===== config.mk =====
export PLATFORM = sky130hd
export DESIGN_NAME = adc_sample_sequencer
export DESIGN_NICKNAME = d
export VERILOG_FILES = /design/src/rtl/adc_sample_sequencer.sv
export SDC_FILE = /design/constraint.sdc
export NUM_CORES = 1
export LEC_CHECK = 0
export BUFFER_PORTS_ARGS = -buffer_cell sky130_fd_sc_hd__buf_2
export CORE_MARGIN = 2
export CORE_UTILIZATION = 58
export CTS_CLUSTER_DIAMETER = 50
export DETAILED_ROUTE_END_ITERATION = 6
export GPL_TIMING_DRIVEN = 0
export HOLD_SLACK_MARGIN = 0.06
export PLACE_DENSITY = 0.77
export SLEW_MARGIN = 20
export SYNTH_ARGS = -nofsm -noshare
export SYNTH_HDL_FRONTEND = slang
export SYNTH_SLANG_ARGS = --single-unit

===== constraint.sdc =====
create_clock -name i_clk -period 2.5 [get_ports i_clk]
set_input_delay 0.125 -clock i_clk [delete_from_list [all_inputs] [get_ports i_clk]]
set_output_delay 0.125 -clock i_clk [all_outputs]
set_load 0.01 [all_outputs]

===== src/rtl/adc_sample_sequencer.sv =====
// adc_sample_sequencer: paces LTC2308-style conversions, sends the 6-bit config on SDI and shifts 12-bit results in from SDO.
module adc_sample_sequencer #(
    parameter int SAMPLE_DIV    = 250,
    parameter int CONVST_CYCLES = 2,
    parameter int CONV_CYCLES   = 80,
    parameter int SCK_HALF      = 2,
    parameter int DATA_WIDTH    = 12
) (
    input  logic                  i_clk,
    input  logic                  i_reset,
    input  logic                  i_enable,
    input  logic [2:0]            i_channel,
    input  logic                  i_single_ended,
    input  logic                  i_unipolar,
    input  logic                  i_sdo,
    output logic                  o_convst,
    output logic                  o_sck,
    output logic                  o_sdi,
    output logic [DATA_WIDTH-1:0] o_data,
    output logic [2:0]            o_channel,
    output logic                  o_valid,
    output logic                  o_busy,
    output logic                  o_overrun
);
    localparam int SW = $clog2(SAMPLE_DIV);
    localparam int WW = $clog2(CONVST_CYCLES + CONV_CYCLES + 1);
    localparam int HW = $clog2(SCK_HALF + 1);
    localparam int BW = $clog2(DATA_WIDTH + 1);
    localparam logic [2:0] IDLE = 3'd0, CONV_START = 3'd1, CONV_WAIT = 3'd2, SHIFT = 3'd3, DONE = 3'd4;
    logic [2:0]            state;
    logic [SW-1:0]         smp_cnt;
    logic [WW-1:0]         wait_cnt;
    logic [HW-1:0]         half_cnt;
    logic [BW-1:0]         bit_cnt;
    logic [5:0]            sdi_sr;
    logic [2:0]            chan;
    logic [2:0]            cfg_prev;
    logic                  first_frame;
    logic [DATA_WIDTH-1:0] shreg;
    logic                  tick;
    logic                  half_end;
    logic                  last_cap;
    assign tick     = i_enable && smp_cnt == SW'(SAMPLE_DIV - 1);
    assign half_end = half_cnt == HW'(SCK_HALF - 1);
    assign last_cap = o_sck && half_end;
    assign o_busy   = state != IDLE;
    assign o_convst = state == CONV_START;
    assign o_sdi    = state == SHIFT && sdi_sr[5];
    always_ff @(posedge i_clk or negedge i_reset) begin
        if (!i_reset) begin
            state       <= IDLE;
            smp_cnt     <= '0;
            wait_cnt    <= '0;
            half_cnt    <= '0;
            bit_cnt     <= '0;
            sdi_sr      <= '0;
            chan        <= '0;
            cfg_prev    <= '0;
            first_frame <= 1'b1;
            shreg       <= '0;
            o_sck       <= 1'b0;
            o_data      <= '0;
            o_channel   <= '0;
            o_valid     <= 1'b0;
            o_overrun   <= 1'b0;
        end else begin
            smp_cnt   <= (!i_enable || tick) ? '0 : smp_cnt + SW'(1);
            o_overrun <= tick && state != IDLE;
            o_valid   <= 1'b0;
            case (state)
                IDLE: if (tick) begin
                    state    <= CONV_START;
                    wait_cnt <= '0;
                    // SDI order: S/D, O/S, S1, S0, UNI, SLP
                    sdi_sr   <= {i_single_ended, i_channel[0], i_channel[2], i_channel[1], i_unipolar, 1'b0};
                    chan     <= i_channel;
                end
                CONV_START: begin
                    state    <= wait_cnt == WW'(CONVST_CYCLES - 1) ? CONV_WAIT : CONV_START;
                    wait_cnt <= wait_cnt == WW'(CONVST_CYCLES - 1) ? '0 : wait_cnt + WW'(1);
                end
                CONV_WAIT: begin
                    state    <= wait_cnt == WW'(CONV_CYCLES - 1) ? SHIFT : CONV_WAIT;
                    wait_cnt <= wait_cnt + WW'(1);
                    half_cnt <= '0;
                    bit_cnt  <= '0;
                    o_sck    <= 1'b0;
                end
                SHIFT: begin
                    half_cnt <= half_end ? '0 : half_cnt + HW'(1);
                    o_sck    <= o_sck ^ half_end;
                    if (last_cap) begin
                        shreg   <= {shreg[DATA_WIDTH-2:0], i_sdo};
                        sdi_sr  <= {sdi_sr[4:0], 1'b0};
                        bit_cnt <= bit_cnt + BW'(1);
                        // Result is published as DONE is entered so o_data and o_valid line up.
                        if (bit_cnt == BW'(DATA_WIDTH - 1)) begin
                            state       <= DONE;
                            o_data      <= {shreg[DATA_WIDTH-2:0], i_sdo};
                            o_channel   <= cfg_prev;
                            cfg_prev    <= chan;
                            o_valid     <= !first_frame;
                            first_frame <= 1'b0;
                        end
                    end
                end
                default: state <= IDLE;
            endcase
        end
    end
endmodule

# After elaboration in Yosys (flattened, before gate mapping)
# Index checks and enable logic that the tools add are counted.
[op_classes] n_addsub=4 n_eq_ne=11 muxes=21 n_bitwise=1 n_reduce_logical=19
[op_table] op="7-bit one-hot mux with 3 select lines" count=1
[op_table] op="7-bit 2-to-1 mux" count=2
[op_table] op="6-bit 2-to-1 mux" count=2
[op_table] op="3-bit one-hot mux with 4 select lines" count=1
[op_table] op="6-bit one-hot mux with 2 select lines" count=1
[op_table] op="3-bit 2-to-1 mux" count=3
[op_table] op="3-bit AND reduction" count=3
[op_table] op="8-bit by 1-bit adder with 8-bit output, second input constant" count=1
[op_table] op="8-bit == test, second input constant" count=1
[op_table] op="8-bit 2-to-1 mux" count=1
[op_table] op="4-bit one-hot mux with 2 select lines" count=1
[op_table] op="2-bit AND reduction" count=4
[op_table] op="7-bit by 1-bit adder with 7-bit output, second input constant" count=1
[op_table] op="7-bit by 1-bit == test with 1-bit output, second input constant" count=1
[op_table] op="7-bit == test, second input constant" count=1
[op_table] op="3-bit by 2-bit == test with 1-bit output, second input constant" count=2
[op_table] op="3-bit nonzero test" count=2
[op_table] op="4-bit by 1-bit adder with 4-bit output, second input constant" count=1
[op_table] op="4-bit == test, second input constant" count=1
[op_table] op="1-bit logical AND" count=4
[op_table] op="1-bit 2-to-1 mux" count=4
[op_table] op="2-bit 2-to-1 mux" count=2
[op_table] op="4-bit 2-to-1 mux" count=1
[op_table] op="2-bit != test, second input constant" count=2
[op_table] op="11 further kinds" count=13
[word_totals] ff_bits=66 in_bits=9 output_inout_bits=21 wordCells=71

# Depth between registers and ports, before layout
[logic_depth] depth_word=4 ltp_mapped=7 ltp_nobuf=6

# Least setup slack after synthesis
# OpenSTA, ideal clock, no wires.
[synth_timing] path_kind="register -> register" startpoint="reg half_cnt[1]" endpoint="reg o_data[0]" setup_time_ns=0.125 t_arrival_ns=1.623 required_time_ns=2.375 path_slack_ns=0.752 stages_incl_launch_ff=8 n_path_buf=1 period_less_slack_ns=1.748 path_cell_list="dfrtp_1 nor2b_1 ha_1 nand2_1 or2_1 nor2_1 buf_4 mux2_2"
[synth_between] elab_chain_cells=3
[synth_rtl] element="start: declaration" line="33" source="logic [HW-1:0] half_cnt;"
[synth_rtl] element="start signal: assignment" line="90" source="half_cnt <= half_end ? '0 : half_cnt + HW'(1);"
[synth_rtl] element="2-bit by 1-bit == test with 1-bit output" line="44" source="assign half_end = half_cnt == HW'(SCK_HALF - 1);"
[synth_rtl] element="1-bit logical AND" line="45" source="assign last_cap = o_sck && half_end;"
[synth_rtl] element="3-bit AND reduction (no line)"
[synth_rtl] element="end signal: assignment" line="99" source="o_data <= {shreg[DATA_WIDTH-2:0], i_sdo};"
[synth_rtl] element="end: declaration" line="19" source="output logic [DATA_WIDTH-1:0] o_data,"
# No other way between the ends.
# A chain may end at the register's enable or synchronous reset.

# Final worst setup path
[layout_timing] startpoint="reg half_cnt[0]" endpoint="reg o_data[1]"
# The elaborated chain is that of the path after synthesis.

==> flow_summary.yaml <==
outcome:
  status: "complete, no violations"
min_path:
  hold_depth: 3
  min_to: "sdi_sr[5]"
  hold_path.class: "in2reg"
  hold_start: "i_single_ended"
floorplan:
  core_area_sq_mm: 0.004755
  initial_core_util: 0.6071
  die-area_sq_mm: 0.005557
  rows: 25
  die_h_microns: 74.55
  die_w_microns: 74.55
  ios: 30
sta:
  skew_ps: 8.564
  worst_pin_slew_ps: 448.9
  fin_crit_ps: 1952
  tns_ps: 0
  max_freq_mhz: 512.2
  period_share: 0.7810
  slew_violations: 0
  hold_viol: 0
  grt_setup_unrepaired: "false"
  finalSetupViolCount: 0
  relSlewSlack: 0.7001
logic_synthesis:
  synth_edf_count: 0
  ys_seq_area_frac: 0.5639
  synth_common_cells: "64 x dfrtp_1, 56 x nand2_1, 21 x mux2_2"
  ys_warn_count: 0
  post-synth-top-count-cell: "dfrtp_1"
  synth_nets: 279
  synth_top_family_by_area: "simple AND/OR/NAND/NOR gates"
  async_flop_share: 1.000
  synth_xor_area_frac: 0.02124
  synth_adder_area_share: 0.02601
  synth_cells: 264
  avgSynthCellArea_sq_um: 10.93
  syn_area_sq_mm: 0.002887
  synth_largest_area_cell: "dfrtp_1"
  synthMuxAreaShare: 0.09580
  synth.distinct_cells: 41
  synth_top_area_frac: 0.5548
  synth-compound-area-share: 0.07932
  synth.ff_latch_count: 65
  synth_flop_cell: "dfrtp_1"
  synth_area_leaders: "dfrtp_1 55%, mux2_2 8.2%, nand2_1 7.3%, ha_1 2.6%, nor2_1 2.0%"
  synth_simple_gate_area_share: 0.1851
worst_setup_path:
  path_cells: "nor2b_1 > ha_1 > nand2_1 > or2_1 > nor2_1 > buf_4 > mux2_2"
  arrival_ps: 2170
  worst_path_dominant_cell_family: "simple AND/OR/NAND/NOR gates"
  crit_fanout: 10
  worst_ep_required_time_ps: 2720
  worstSetupPathType: "reg2reg"
  slowest_delay_ps: 360
  r2r_end: "o_data[1]"
  r2r_slack_ps: 550
  crit-reg2reg-launch: "half_cnt[0]"
  worst_path_max_delay_cell: "dfrtp_1"
  worst_setup_path_end_kind: "flip-flop"
  start_kind: "flip-flop"
  worstPathBufferInverterCount: 1
  reg2regPathDepth: 7
clock_tree:
  tritoncts: "yes"
  post_cts_buffers: 0
  cts_resized: 0
  hold_buffers: 6
  cts_htree_levels: 3
  clkSinkCount: 65
  cts_root_buf: "clkbuf_8"
  clk_pin_slew_worst_paths_ps: 60
  cts_buffers: 9
  insertion_delay_ps: 340
  clockBufferDepth: 2
drt:
  drtIter0Drc: 112
  ant_nets: 0
  vias_per_cell: 5.207
  drc_errors: 0
  wl_mm: 5.086
  avgRoutedWirePerCell_microns: 13.31
  firstDrtPassIters: 4
  vias: 1989
global_route:
  grt_max_degree: 43
  antenna_found_initial: 0
  track_usage: 0.2073
  grt_overflow: 0
  grt_pass1_wl_mm: 8.487
  grt_pass1_vias: 1825
finish:
  nets: 326
  drive_gt1_frac: 0.2476
  diodes: 0
  syn2layout_area_growth_pct: 17.08
  final_cell_count_no_fill: 382
flow_run:
  maxCapViolations: 0
power:
  vdd_drop_max_v: 0.0004635
  p_per_area_mw_per_mm2: 569.1
  leakagePower_nw: 1.763
placement:
  place_inst: 361
  io_buffers: 29
  place.gp.congestion: 0.7651
  place_hpwl_mm: 3.515
[final cells by class]
cell class / count / area (sq um)
Inverter: 6 / 22.52
Clock inverter: 2 / 12.51
Buffer: 9 / 60.06
Multi-Input combinational cell: 184 / 1176
Tap cell: 67 / 83.83
Clock buffer: 13 / 168.9
Timing Repair Buffer: 36 / 227.7
Sequential cell: 65 / 1628
Fill cell: 369 / 1375
[layout by cell type, fill, tap and decap left out, drive strengths merged, types with 2 or more instances in the layout]
master	synthesis	layout
dfrtp	64	64
a211o	4	4
and3	6	6
nor2	15	15
inv	6	6
clkbuf	2	15
and4b	2	2
buf	7	37
mux2	21	21
nand2b	2	2
mux2i	4	4
o21ai	11	11
o31ai	2	2
nor3b	3	3
xor2	3	3
nand3	10	10
xnor2	4	4
a21oi	7	7
nand2	56	56
a21o	3	3
dlygate4sd3	0	6
nor3	9	9
nor2b	3	3
ha	6	6
[worst max-delay path by stage]
stage                           start      endpoint  slack (ps)  depth (start not counted)
after floorplan           half_cnt[1]     o_data[0]         750                          7
after global placement    half_cnt[0]  o_channel[1]         610                          7
after detailed placement  half_cnt[0]     o_data[0]         550                          7
after CTS                 half_cnt[0]     o_data[0]         530                          7
after global routing      half_cnt[0]     o_data[2]         400                          7
final                     half_cnt[0]     o_data[1]         550                          7
[registers in the layout (all words and copies together) (netlist names), 4 cells and up]
signal / cells
shreg: 11
sdi_sr: 5
wait_cnt: 7
smp_cnt: 8
bit_cnt: 4
o_data: 12
[metal layers]
| layer | vias up | wire length, microns | part of all wire | track usage |
|---|---|---|---|---|
| met3 | 10 | 180 | 0.035 | 0.04607 |
| met4 | 0 | 93 | 0.018 | 0.1032 |
| met5 | - | 0 | 0 | 0 |
| met1 | 949 | 2441 | 0.48 | 0.2828 |
| li1 | 995 | - | - | - |
| met2 | 35 | 2371 | 0.47 | 0.3147 |
[logic make-up (layout without fill, tap and decap cells)]
family	count (synthesis)	after routing
fa+ha+maj	6	6
compound gates	32	32
xor+xnor	7	7
mux	25	25
flops	65	65
simple gates	114	114
buf+inv	15	66
[through the flow]
| step | utilization | area [sq um] | total power (W) | hold slack (ps) | setup slack, ps |
|---|---|---|---|---|---|
| after floorplan | - | 2887 | 0.001088 | -170.6 | 752.1 |
| after global placement | 0.6553 | 3115 | 0.001119 | 342.8 | 606.1 |
| after detailed placement | 0.6600 | 3138 | 0.001125 | 48.54 | 553.6 |
| after CTS | 0.7108 | 3379 | 0.001941 | 99.74 | 533.6 |
| after global routing | 0.7108 | 3379 | 0.001990 | 128.5 | 400.6 |
| final | 0.7108 | 3379 | 0.001923 | 106.7 | 547.6 |
[worst register-to-register path: stages, from the launching register on]
cell,delay (ps)
dfrtp_1,360
nor2b_1,140
ha_1,270
nand2_1,90
or2_1,260
nor2_1,160
buf_4,210
mux2_2,350
[power by group]
part	internal (W)	total [W]	switching, W
clock	0.000434	0.000813	0.000379
combinational	0.0000200	0.0000508	0.0000308
sequential	0.00106	0.00106	0.00000358
Note: power is estimated with default switching activity, not from simulation.
